**src/rtl/fetch_issue_unit.sv**
```systemverilog
// Instruction fetch/issue sequencer: fetches 32-bit words over a req/ack port,
// presents the decoded fields to the decode stage and applies its PC redirect.
module fetch_issue_unit #(
  parameter int              PC_W     = 16,
  parameter logic [PC_W-1:0] RESET_PC = '0
) (
  input  logic            clk,
  input  logic            rst,
  output logic            imem_req,
  output logic [PC_W-1:0] imem_addr,
  input  logic            imem_ack,
  input  logic [31:0]     imem_rdata,
  output logic [1:0]      op,
  output logic [1:0]      inst,
  output logic            immin,
  output logic [31:0]     instr,
  output logic [PC_W-1:0] pc_out,
  output logic            valid,
  input  logic            ready,
  input  logic            redirect,
  input  logic [PC_W-1:0] redirect_pc,
  output logic [15:0]     issue_count
);

  typedef enum logic [1:0] {
    FETCH = 2'd0,
    WAIT  = 2'd1,
    ISSUE = 2'd2
  } state_e;

  state_e          state_q, state_d;
  logic [PC_W-1:0] pc_q, pc_d;
  logic [PC_W-1:0] pc_out_q, pc_out_d;
  logic [31:0]     instr_q, instr_d;
  logic            req_q, req_d;
  logic [15:0]     issue_count_q, issue_count_d;

  always_comb begin
    // NOTE: every variable gets its hold value first so no path leaves it unassigned (no latches).
    state_d       = state_q;
    pc_d          = pc_q;
    pc_out_d      = pc_out_q;
    instr_d       = instr_q;
    issue_count_d = issue_count_q;

    unique case (state_q)
      FETCH, WAIT: begin
        // An ack only counts while a request is actually on the port; the
        // first FETCH cycle after reset has req low and simply raises it.
        if (req_q && imem_ack) begin
          instr_d  = imem_rdata;
          pc_out_d = pc_q;
          state_d  = ISSUE;
        end else if (req_q) begin
          state_d = WAIT;
        end
      end
      ISSUE: begin
        if (ready) begin
          pc_d = redirect ? redirect_pc : pc_q + PC_W'(4);
          if (issue_count_q != 16'hFFFF) begin
            issue_count_d = issue_count_q + 16'd1;
          end
          state_d = FETCH;
        end
      end
      default: state_d = FETCH;
    endcase

    // Request is registered: it is high in exactly the cycles spent in FETCH/WAIT.
    req_d = (state_d != ISSUE);
  end

  always_ff @(posedge clk) begin
    // NOTE: state registers use non-blocking assignments so every flop samples pre-edge values.
    if (rst) begin
      state_q       <= FETCH;
      pc_q          <= RESET_PC;
      pc_out_q      <= '0;
      instr_q       <= '0;
      req_q         <= 1'b0;
      issue_count_q <= '0;
    end else begin
      state_q       <= state_d;
      pc_q          <= pc_d;
      pc_out_q      <= pc_out_d;
      instr_q       <= instr_d;
      req_q         <= req_d;
      issue_count_q <= issue_count_d;
    end
  end

  assign imem_req    = req_q;
  assign imem_addr   = pc_q;
  assign op          = instr_q[31:30];
  assign inst        = instr_q[29:28];
  assign immin       = instr_q[27];
  assign instr       = instr_q;
  assign pc_out      = pc_out_q;
  assign valid       = (state_q == ISSUE);
  assign issue_count = issue_count_q;

endmodule

```
**config.mk**
```make
export PLATFORM = sky130hd
export DESIGN_NAME = fetch_issue_unit
export DESIGN_NICKNAME = d
export VERILOG_FILES = /design/src/rtl/fetch_issue_unit.sv
export SDC_FILE = /design/constraint.sdc
export NUM_CORES = 1
export LEC_CHECK = 0
export BUFFER_PORTS_ARGS = -buffer_cell sky130_fd_sc_hd__buf_2
export CORE_MARGIN = 2
export CORE_UTILIZATION = 23
export CTS_BUF_LIST = sky130_fd_sc_hd__clkbuf_8
export DETAILED_ROUTE_END_ITERATION = 10
export RECOVER_POWER = 50
export SLEW_MARGIN = 5
export SYNTH_ARGS = -nofsm -noshare
export SYNTH_HDL_FRONTEND = slang
export SYNTH_SLANG_ARGS = --single-unit
```
**constraint.sdc**
```tcl
create_clock -name clk -period 2.95 [get_ports clk]
set_input_delay 0.295 -clock clk [delete_from_list [all_inputs] [get_ports clk]]
set_output_delay 0.295 -clock clk [all_outputs]
set_load 0.01 [all_outputs]
```
# After elaboration in Yosys (flattened, before gate mapping)
# Cells that the tools add are included.
dict set report totals {
  word_cells 23
  in_bits 53
  register_bits 83
}
dict set report op_classes {
  addsub 2
  n_eq_ne 4
  n_reduce_logical 6
  mux 5
}
# op count
set op_table {}
lappend op_table {{16-bit by 1-bit adder with 16-bit output (second input constant)} 1}
lappend op_table {{16-bit by 3-bit adder with 16-bit output (second input constant)} 1}
lappend op_table {{16-bit 2-to-1 mux} 1}
lappend op_table {{16-bit inequality test (second input constant)} 1}
lappend op_table {{2-bit 2-to-1 mux} 3}
lappend op_table {{2-bit one-hot mux with 2 select lines} 1}
lappend op_table {{2-bit AND reduction} 2}
lappend op_table {{3-bit AND reduction} 1}
lappend op_table {{2-bit by 1-bit == test with 1-bit output (second input constant)} 1}
lappend op_table {{2-bit == test (second input constant)} 1}
lappend op_table {{2-bit zero test} 1}
lappend op_table {{2-bit inequality test (second input constant)} 1}
lappend op_table {{2-bit OR reduction} 1}
lappend op_table {{1-bit logical AND} 1}

# Logic depth before layout (Yosys ltp)
# Gate-level depths: netlist of run 1.
dict set report depth {
  word_depth 4
  mapped_depth 7
  mapped_depth_nobuf 5
}

# Worst setup path after synthesis of run 1
# Ideal clock, no wire load.
dict set report synth_path {
  kind {reg2reg}
  from {register issue_count_q[0] (netlist: issue_count[0])}
  to {register issue_count_q[1] (netlist: issue_count[1])}
  setup_slack_ps 982
  synth_period_minus_slack_ps 1968
  setup_ps 128
  t_required_ps 2822
  arrival_time_ps 1841
  stages_incl_launch_ff 8
  cell_sequence {dfxtp_1 ha_1 nand4_1 o41ai_1 buf_2 buf_4 mux2i_1 nor2_1}
}
dict set report synth_between {
  elab_chain_len 2
}
# element line_no
set synth_lines {}
lappend synth_lines {{start: declaration} 36} ;# logic [15:0] issue_count_q, issue_count_d;
lappend synth_lines {{start signal: assignment} 89} ;# issue_count_q <= issue_count_d;
lappend synth_lines {{parallel branches: the longest is 2 deep, another holds 16-bit by 1-bit adder with 16-bit output} -}
# Several ways; the timed one is not identified.
# A chain may end at the register's enable or synchronous reset.

# Worst setup path in the final report of run 1
# Ends and elaborated chain as after synthesis.

==> impl_metrics.json, run 1 <==
{
  "dp.cells": 746,
  "crit_chain": "ha_1, nand4_1, o41ai_2, buf_4, mux2i_1, nor2_1",
  "ir_drop_mv": 0.198,
  "yosysSeqAreaShare_pct": 47.4,
  "async_reset_ff_share_pct": 0,
  "synth_area_per_cell_um2": 7.82,
  "fmax_ghz": 0.451,
  "clk_pin_slew_ns": 0.09,
  "ys_ff_latch": 83,
  "tightest_slew_ns": 0.861,
  "grt_first_pass_wirelength_mm": 16.2,
  "critPathLaunchType": "flip-flop",
  "hold_viol": 0,
  "coreArea_um2": 15000,
  "hp-class": "in -> reg",
  "required_ns": 3.18,
  "finalNonFillerCells": 764,
  "period_share_pct": 75.1,
  "regArea_um2": 1660,
  "numCtsBuffers": 9,
  "io_pins": 140,
  "outcome": "finished, final reports clean",
  "grtUsageTotal_pct": 12.4,
  "cts_hold_buf": 0,
  "setup_violations": 0,
  "nFillCells": 1699,
  "layout_common_cells": "120 x nand2_1, 84 x clkbuf_1, 83 x dfxtp_1",
  "synth_edf_count": 0,
  "fin_nets": 624,
  "fin_tns_setup_ns": 0,
  "multi_input_area_um2": 1670,
  "min_period_ns": 2.22,
  "dieArea_um2": 16200,
  "cts_htree_levels": 3,
  "cts_tree": "yes",
  "area_delta_synth_final_pct": 26.5,
  "max_slew_margin_pct": 42.6,
  "synth_xor_area_share_pct": 0.250,
  "drive_gt1_share_pct": 14.8,
  "routedWlPerCell_um": 13.4,
  "synth.area.mux_share_pct": 1.71,
  "crit_type": "reg -> reg",
  "critPathSlowestCell": "o41ai_2",
  "synth-compound-area-share_pct": 19.0,
  "place.detailed.hpwl_mm": 7.11,
  "crit_fanout": 14,
  "cts-root-buf": "clkbuf_8",
  "drv_slew": 0,
  "syn_inst": 448,
  "placementRows": 45,
  "dp_slack_ns": 0.743,
  "grt_pass1_vias": 3112,
  "grt_max_degree": 49,
  "arrival_ns": 2.45,
  "drt-initial-drc-count": 192,
  "initial_core_util_pct": 23.3,
  "place_congestion": 0.730,
  "drtAntennaViolNets": 0,
  "grt_overflow_total": 0,
  "clock-sinks": 83,
  "firstDrtPassIters": 4,
  "grt_setup_unrepaired": "no",
  "synth-simple-area-share_pct": 25.5,
  "ctsResizeCount": 0,
  "vias": 3470,
  "yosysWarnings": 0,
  "portBuffers": 139,
  "fp.dieW_um": 127,
  "drcViolationCount": 0,
  "skew_ns": 0.00742,
  "syn-num-nets": 503,
  "synth_area_um2": 3500,
  "power_leakage_nw": 1.52,
  "setup_slack_ns": 0.734,
  "viasPerCell": 4.54,
  "insertion_delay_ns": 0.36,
  "synth_fa_ha_area_share_pct": 0.714,
  "synth_ff_type": "dfxtp_1",
  "drt-total-wl_mm": 10.2,
  "die_y_um": 127,
  "synth_top_family_by_area": "simple AND/OR/NAND/NOR gates",
  "antenna_found_initial": 0,
  "ys_types": 40,
  "clockBufferDepth": 2,
  "worst_path_largest_cell_delay_ns": 0.70,
  "cts_setup_buffers": 0,
  "p_per_area_nw_per_um2": 487,
  "cap_viol_max_count": 0,
  "final_common_cell": "nand2_1",
  "endpoint_kind": "flip-flop"
}
[path summary, 6_finish.rpt]
| check | from | end | slack [ns] | cells after the start |
|---|---|---|---|---|
| worst max-delay path | issue_count[0] | issue_count[1] | 0.73 | 6 |
| worst min-delay path | imem_rdata[18] | instr[18] | 0.16 | 3 |
| worst max register to register | issue_count[0] | issue_count[1] | 0.73 | 6 |
| worst min register to register | instr[8] | instr[8] | 0.46 | 2 |
[critical path, delay by kind of cell, from the launching register on]
family	cells	cell delay, ns
compound gates	1	0.70
flops	1	0.40
buf+inv	1	0.31
fa+ha+maj	1	0.25
simple gates	2	0.23
mux	1	0.20
[cells by family after synthesis]
kind of cell / after synthesis
AND/OR/NAND/NOR: 197
AO/OA/AOI/OAI: 115
flip-flops: 83
buffers and inverters: 44
multiplexers: 6
adder cells (fa/ha/maj): 2
XOR/XNOR: 1
[cells in the mapped netlist (all sizes together), types with 2 or more instances]
library cell  instances  share of area, %
a211oi                2              0.43
o31ai                 7               1.5
o41ai                 3              0.75
nand4                 8               1.4
or4                   4              0.86
a32o                  2              0.57
dfxtp                83                47
or3                  11               2.0
a31oi                 6               1.1
buf                  11               1.9
and3                  4              0.71
nand2b                2              0.36
a21oi                70                10
inv                   6              0.64
a41oi                 2              0.50
nand3                16               2.3
nor2b                 4              0.71
nor4                  2              0.36
a22o                  3              0.75
mux2i                 6               1.7
ha                    2              0.71
clkbuf               27               2.9
nor3                  9               1.3
nor2                 12               1.3
o21ai                15               2.1
nand2               120                13
[metal layers]
metal | routed length, um | track usage, % | vias up
li1 | - | - | 1800
met1 | 4880 | 16.3 | 1557
met2 | 4550 | 19.2 | 103
met3 | 688 | 4.31 | 10
met4 | 110 | 3.49 | 0
met5 | 0 | 0 | -
[through the flow]
step           hold WS [ns]  area, um2  total power, mW  util [%]
6_report              0.161       4430             2.16      29.5
5_1_grt               0.145       4430             2.28      29.5
3_5_place_dp          0.443       4350             1.42      28.9
3_3_place_gp          0.439       4350             1.42      28.9
2_1_floorplan         0.431       3500             1.32         -
4_1_cts               0.138       4540             2.21      30.2
[state kept, by name (all words and copies together) (netlist names)]
register     cells
instr           32
pc_out          16
state_q          2
imem_addr       16
imem_req         1
issue_count     16
[cell type report]
class | count | share of cell area (%)
diodes | 2 | 0.113
clock buffers | 10 | 3.10
clock inverters | 6 | 1.10
inverters | 6 | 0.508
multi-input cells | 321 | 37.6
flip-flops and latches | 83 | 37.5
well taps | 188 | 5.30
repair buffers | 148 | 14.8
[power by group]
| group | leakage [nW] | internal, mW | switching, mW |
|---|---|---|---|
| registers | 0.672 | 1.15 | 0.0242 |
| logic | 0.757 | 0.0777 | 0.129 |
| clock network | 0.0855 | 0.336 | 0.444 |
| total | 1.52 | 1.56 | 0.597 |
Power figures use the tool's default switching activity.
==> run 2: changes to the inputs <==
- clock period: 2.95 -> 1.9 ns (I/O delays scaled with it)
==> impl_metrics.json, run 2 (synthesis gave the netlist of run 1 again) <==
{
  "place_area_um2": 4430,
  "final_cell_area_um2": 4550,
  "drtAntennaViolNets": 0,
  "area_delta_synth_final_pct": 30.0,
  "drcViolationCount": 0,
  "cts-root-buf": "clkbuf_8",
  "coreArea_um2": 15000,
  "reg2reg_depth": 6,
  "worst_path_largest_cell_delay_ns": 0.43,
  "drt-initial-drc-count": 153,
  "grtUsageTotal_pct": 12.4,
  "worstHoldEndpoint": "instr[23]",
  "hold-path-cell-count": 3,
  "dieArea_um2": 16200,
  "required_ns": 2.14,
  "clockBufferDepth": 2,
  "clk_pin_slew_ns": 0.08,
  "layout_common_cells": "120 x nand2_1, 83 x dfxtp_1, 81 x clkbuf_1",
  "die_y_um": 127,
  "p_per_area_nw_per_um2": 762,
  "cts_tree": "yes",
  "grt_first_pass_wirelength_mm": 16.0,
  "drt-total-wl_mm": 10.4,
  "fin_tns_setup_ns": 0,
  "io_pins": 140,
  "placementRows": 45,
  "grt_overflow_total": 0,
  "critPathSlowestCell": "or3_4",
  "hp-class": "in -> reg",
  "cap_viol_max_count": 0,
  "arrival_ns": 2.03,
  "vias": 3560,
  "crit_fanout": 4,
  "place.detailed.hpwl_mm": 7.18,
  "firstDrtPassIters": 4,
  "fin_nets": 635,
  "crit_type": "reg -> reg",
  "crit_chain": "ha_2, nand4_1, or3_4, buf_4, o31ai_1, a21oi_2",
  "grt_max_degree": 45,
  "holdWs_ns": 0.0587,
  "cts_hold_buf": 0,
  "grt_pass1_vias": 3090,
  "insertion_delay_ns": 0.36,
  "fp.dieW_um": 127,
  "final_common_cell": "nand2_1",
  "ff2ff_setup_slack_ns": 0.11,
  "ir_drop_mv": 0.458,
  "critPathLaunchType": "flip-flop",
  "numCtsBuffers": 9,
  "routedWlPerCell_um": 13.5,
  "clock-sinks": 83,
  "period_share_pct": 94.3,
  "cts_htree_levels": 3,
  "utilization_pct": 30.3,
  "portBuffers": 139,
  "max_slew_margin_pct": 53.9,
  "antenna_found_initial": 0,
  "setup_violations": 0,
  "viasPerCell": 4.62,
  "skew_ns": 0.0104,
  "fmax_ghz": 0.558,
  "power_leakage_nw": 1.61,
  "tightest_slew_ns": 0.691,
  "hp-start": "imem_rdata[23]",
  "endpoint_kind": "flip-flop",
  "hold_viol": 0,
  "num_antenna_cells": 0,
  "drive_gt1_share_pct": 17.2,
  "reg2reg_to": "issue_count[14]",
  "drv_slew": 0,
  "initial_core_util_pct": 23.3,
  "place_congestion": 0.760,
  "outcome": "finished, final reports clean",
  "largest_register_ffs": 32,
  "min_period_ns": 1.79,
  "r2r_start": "issue_count[0]"
}
## run 2: cell count changes in the layout (fill, tap and decap cells not counted), sizes merged
cell      previous run  this run
buf                 64        77
bufinv               0         1
clkinvlp             3         0
diode                2         0
inv                  8         6
## run 2: where the power goes
group / internal [mW] / switching, mW / total (mW)
Sequential: 1.79 / 0.0350 / 1.82
Clock: 0.699 / 0.616 / 1.31
Combinational: 0.128 / 0.208 / 0.336
Total: 2.61 / 0.859 / 3.47
## run 2: how the worst max path moves through the flow
stage / start / end / slack, ns / cells past startpoint
final: issue_count[0] / issue_count[14] / 0.11 / 6
after global routing: issue_count[0] / issue_count[14] / -0.02 / 6
after CTS: issue_count[0] / issue_count[14] / 0.07 / 5
after detailed placement: issue_count[0] / issue_count[14] / 0.08 / 5
after global placement: issue_count[0] / issue_count[14] / 0.09 / 5
after floorplan: issue_count[0] / issue_count[14] / 0.002 / 6
## run 2: timing repair
item	CTS	global route
resized for setup	0	4
buffers inserted	0	2
endpoints found under the setup margin	0	1
## run 2: stage by stage
step / setup WS (ns) / cells / total power [mW]
after floorplan: 0.00191 / 448 / 2.05
after global placement: 0.0862 / 755 / 2.21
after detailed placement: 0.0788 / 755 / 2.21
after CTS: 0.0656 / 769 / 3.55
after global routing: -0.0161 / 771 / 3.66
final: 0.108 / 771 / 3.47
## run 2: critical path: cells and delay by family, from the launching register on
kind | cells | cell delay [ns]
compound gates | 2 | 0.43
simple gates | 2 | 0.57
flops | 1 | 0.34
buf+inv | 1 | 0.15
fa+ha+maj | 1 | 0.18
## run 2: per-layer routing
| metal | global-route usage [%] | share of wire (%) | vias up |
|---|---|---|---|
| li1 | - | - | 1816 |
| met4 | 3.17 | 1.0 | 0 |
| met3 | 4.61 | 5.3 | 7 |
| met2 | 19.3 | 45 | 102 |
| met5 | 0 | 0 | - |
| met1 | 16.2 | 48 | 1635 |
## run 2: area by class of cell
type,instances,area (um2)
Inverter,6,22.5
Sequential cell,83,1660
Timing Repair Buffer,159,752
Clock inverter,2,35.0
Tap cell,188,235
Clock buffer,12,165
Fill cell,1689,10500
Multi-Input combinational cell,321,1680
==> run 3: changes to the inputs <==
- MAX_ROUTING_LAYER: not set -> met4
- RECOVER_POWER: 50 -> 100
==> impl_metrics.json, run 3 (synthesis gave the netlist of run 1 again) <==
{
  "outcome": "finished, final reports clean",
  "routedWlPerCell_um": 13.5,
  "hp-class": "in -> reg",
  "place_congestion": 0.770,
  "area_delta_synth_final_pct": 28.7,
  "viasPerCell": 4.67,
  "ir_drop_mv": 0.458,
  "initial_core_util_pct": 23.3,
  "place.detailed.hpwl_mm": 7.18,
  "drive_gt1_share_pct": 14.9,
  "tightest_slew_ns": 0.705,
  "portBuffers": 139,
  "fp.dieW_um": 127,
  "setup_violations": 0,
  "drt-initial-drc-count": 192,
  "total_power_mw": 3.47,
  "required_ns": 2.14,
  "drv_slew": 0,
  "cts-root-buf": "clkbuf_8",
  "grt_overflow_total": 0,
  "min_period_ns": 1.79,
  "final_common_cell": "nand2_1",
  "arrival_ns": 2.04,
  "firstDrtPassIters": 6,
  "drcViolationCount": 0,
  "max_slew_margin_pct": 53.0,
  "crit_type": "reg -> reg",
  "clock-sinks": 83,
  "die_y_um": 127,
  "io_pins": 140,
  "placementRows": 45,
  "dieArea_um2": 16200,
  "clockBufferDepth": 2,
  "largest_register_ffs": 32,
  "clk_pin_slew_ns": 0.08,
  "fmax_ghz": 0.558,
  "p_per_area_nw_per_um2": 770,
  "num_antenna_cells": 0,
  "power_leakage_nw": 1.57,
  "hold_viol": 0,
  "vias": 3604,
  "fin_nets": 635,
  "period_share_pct": 94.4,
  "crit_fanout": 4,
  "hp-start": "imem_rdata[23]",
  "grtUsageTotal_pct": 12.8,
  "drt-total-wl_mm": 10.4,
  "grt_max_degree": 45,
  "insertion_delay_ns": 0.37,
  "grt_pass1_vias": 3091,
  "numCtsBuffers": 9,
  "drtAntennaViolNets": 0,
  "cts_tree": "yes",
  "coreArea_um2": 15000,
  "r2r_start": "issue_count[0]",
  "utilization_pct": 30.0,
  "dp.cells": 755,
  "cts_hold_buf": 0,
  "critPathLaunchType": "flip-flop",
  "skew_ns": 0.0106,
  "startpoint": "issue_count[0]",
  "antenna_found_initial": 0,
  "endpoint_kind": "flip-flop",
  "holdWs_ns": 0.0534,
  "layout_common_cells": "120 x nand2_1, 91 x clkbuf_1, 83 x dfxtp_1",
  "cts_htree_levels": 3,
  "grt_first_pass_wirelength_mm": 16.0,
  "finalNonFillerCells": 771,
  "cap_viol_max_count": 0
}
-- run 3: metal layers --
metal	vias to the layer above	global-route usage [%]	wire, um
met5	-	-	0
met1	1665	16.6	4930
li1	1812	-	-
met4	0	4.14	182
met2	114	19.2	4710
met3	13	3.64	602
-- run 3: path summary, 6_finish.rpt --
kind	endpoint	slack [ns]	depth (start not counted)
min reg2reg	pc_out[8]	0.45	2
min	instr[23]	0.05	3
max	issue_count[14]	0.11	6
max reg2reg	issue_count[14]	0.11	6
-- run 3: final cells by class --
cell class	instances	area [um2]
repair buffers	159	724
multi-input cells	321	1670
well taps	188	235
clock inverters	2	35.0
inverters	6	22.5
clock buffers	12	165
fillers	1702	10500
flip-flops and latches	83	1660
-- run 3: stage by stage --
| stage | cell area (um2) | setup TNS (ns) | setup slack (ns) |
|---|---|---|---|
| 5_1_grt | 4510 | -0.0189 | -0.0189 |
| 4_1_cts | 4630 | 0 | 0.0656 |
| 6_report | 4510 | 0 | 0.107 |
| 2_1_floorplan | 3510 | 0 | 0.00191 |
| 3_3_place_gp | 4430 | 0 | 0.0862 |
| 3_5_place_dp | 4430 | 0 | 0.0788 |
-- run 3: power breakdown --
part	switching, mW	internal [mW]
Combinational	0.208	0.125
Clock	0.620	0.699
Sequential	0.0353	1.79
Total	0.863	2.61
-- run 3: timing repair --
item	CTS	global route
setup endpoints to repair	0	1
gates resized for setup	0	4
buffers inserted	0	2
-- run 3: worst max-delay path: stages, from the launching register on --
cell     delay [ns]
dfxtp_1        0.34
ha_1           0.17
nand4_1        0.13
or3_1          0.44
buf_4          0.17
o31ai_1        0.34
a21oi_2        0.09
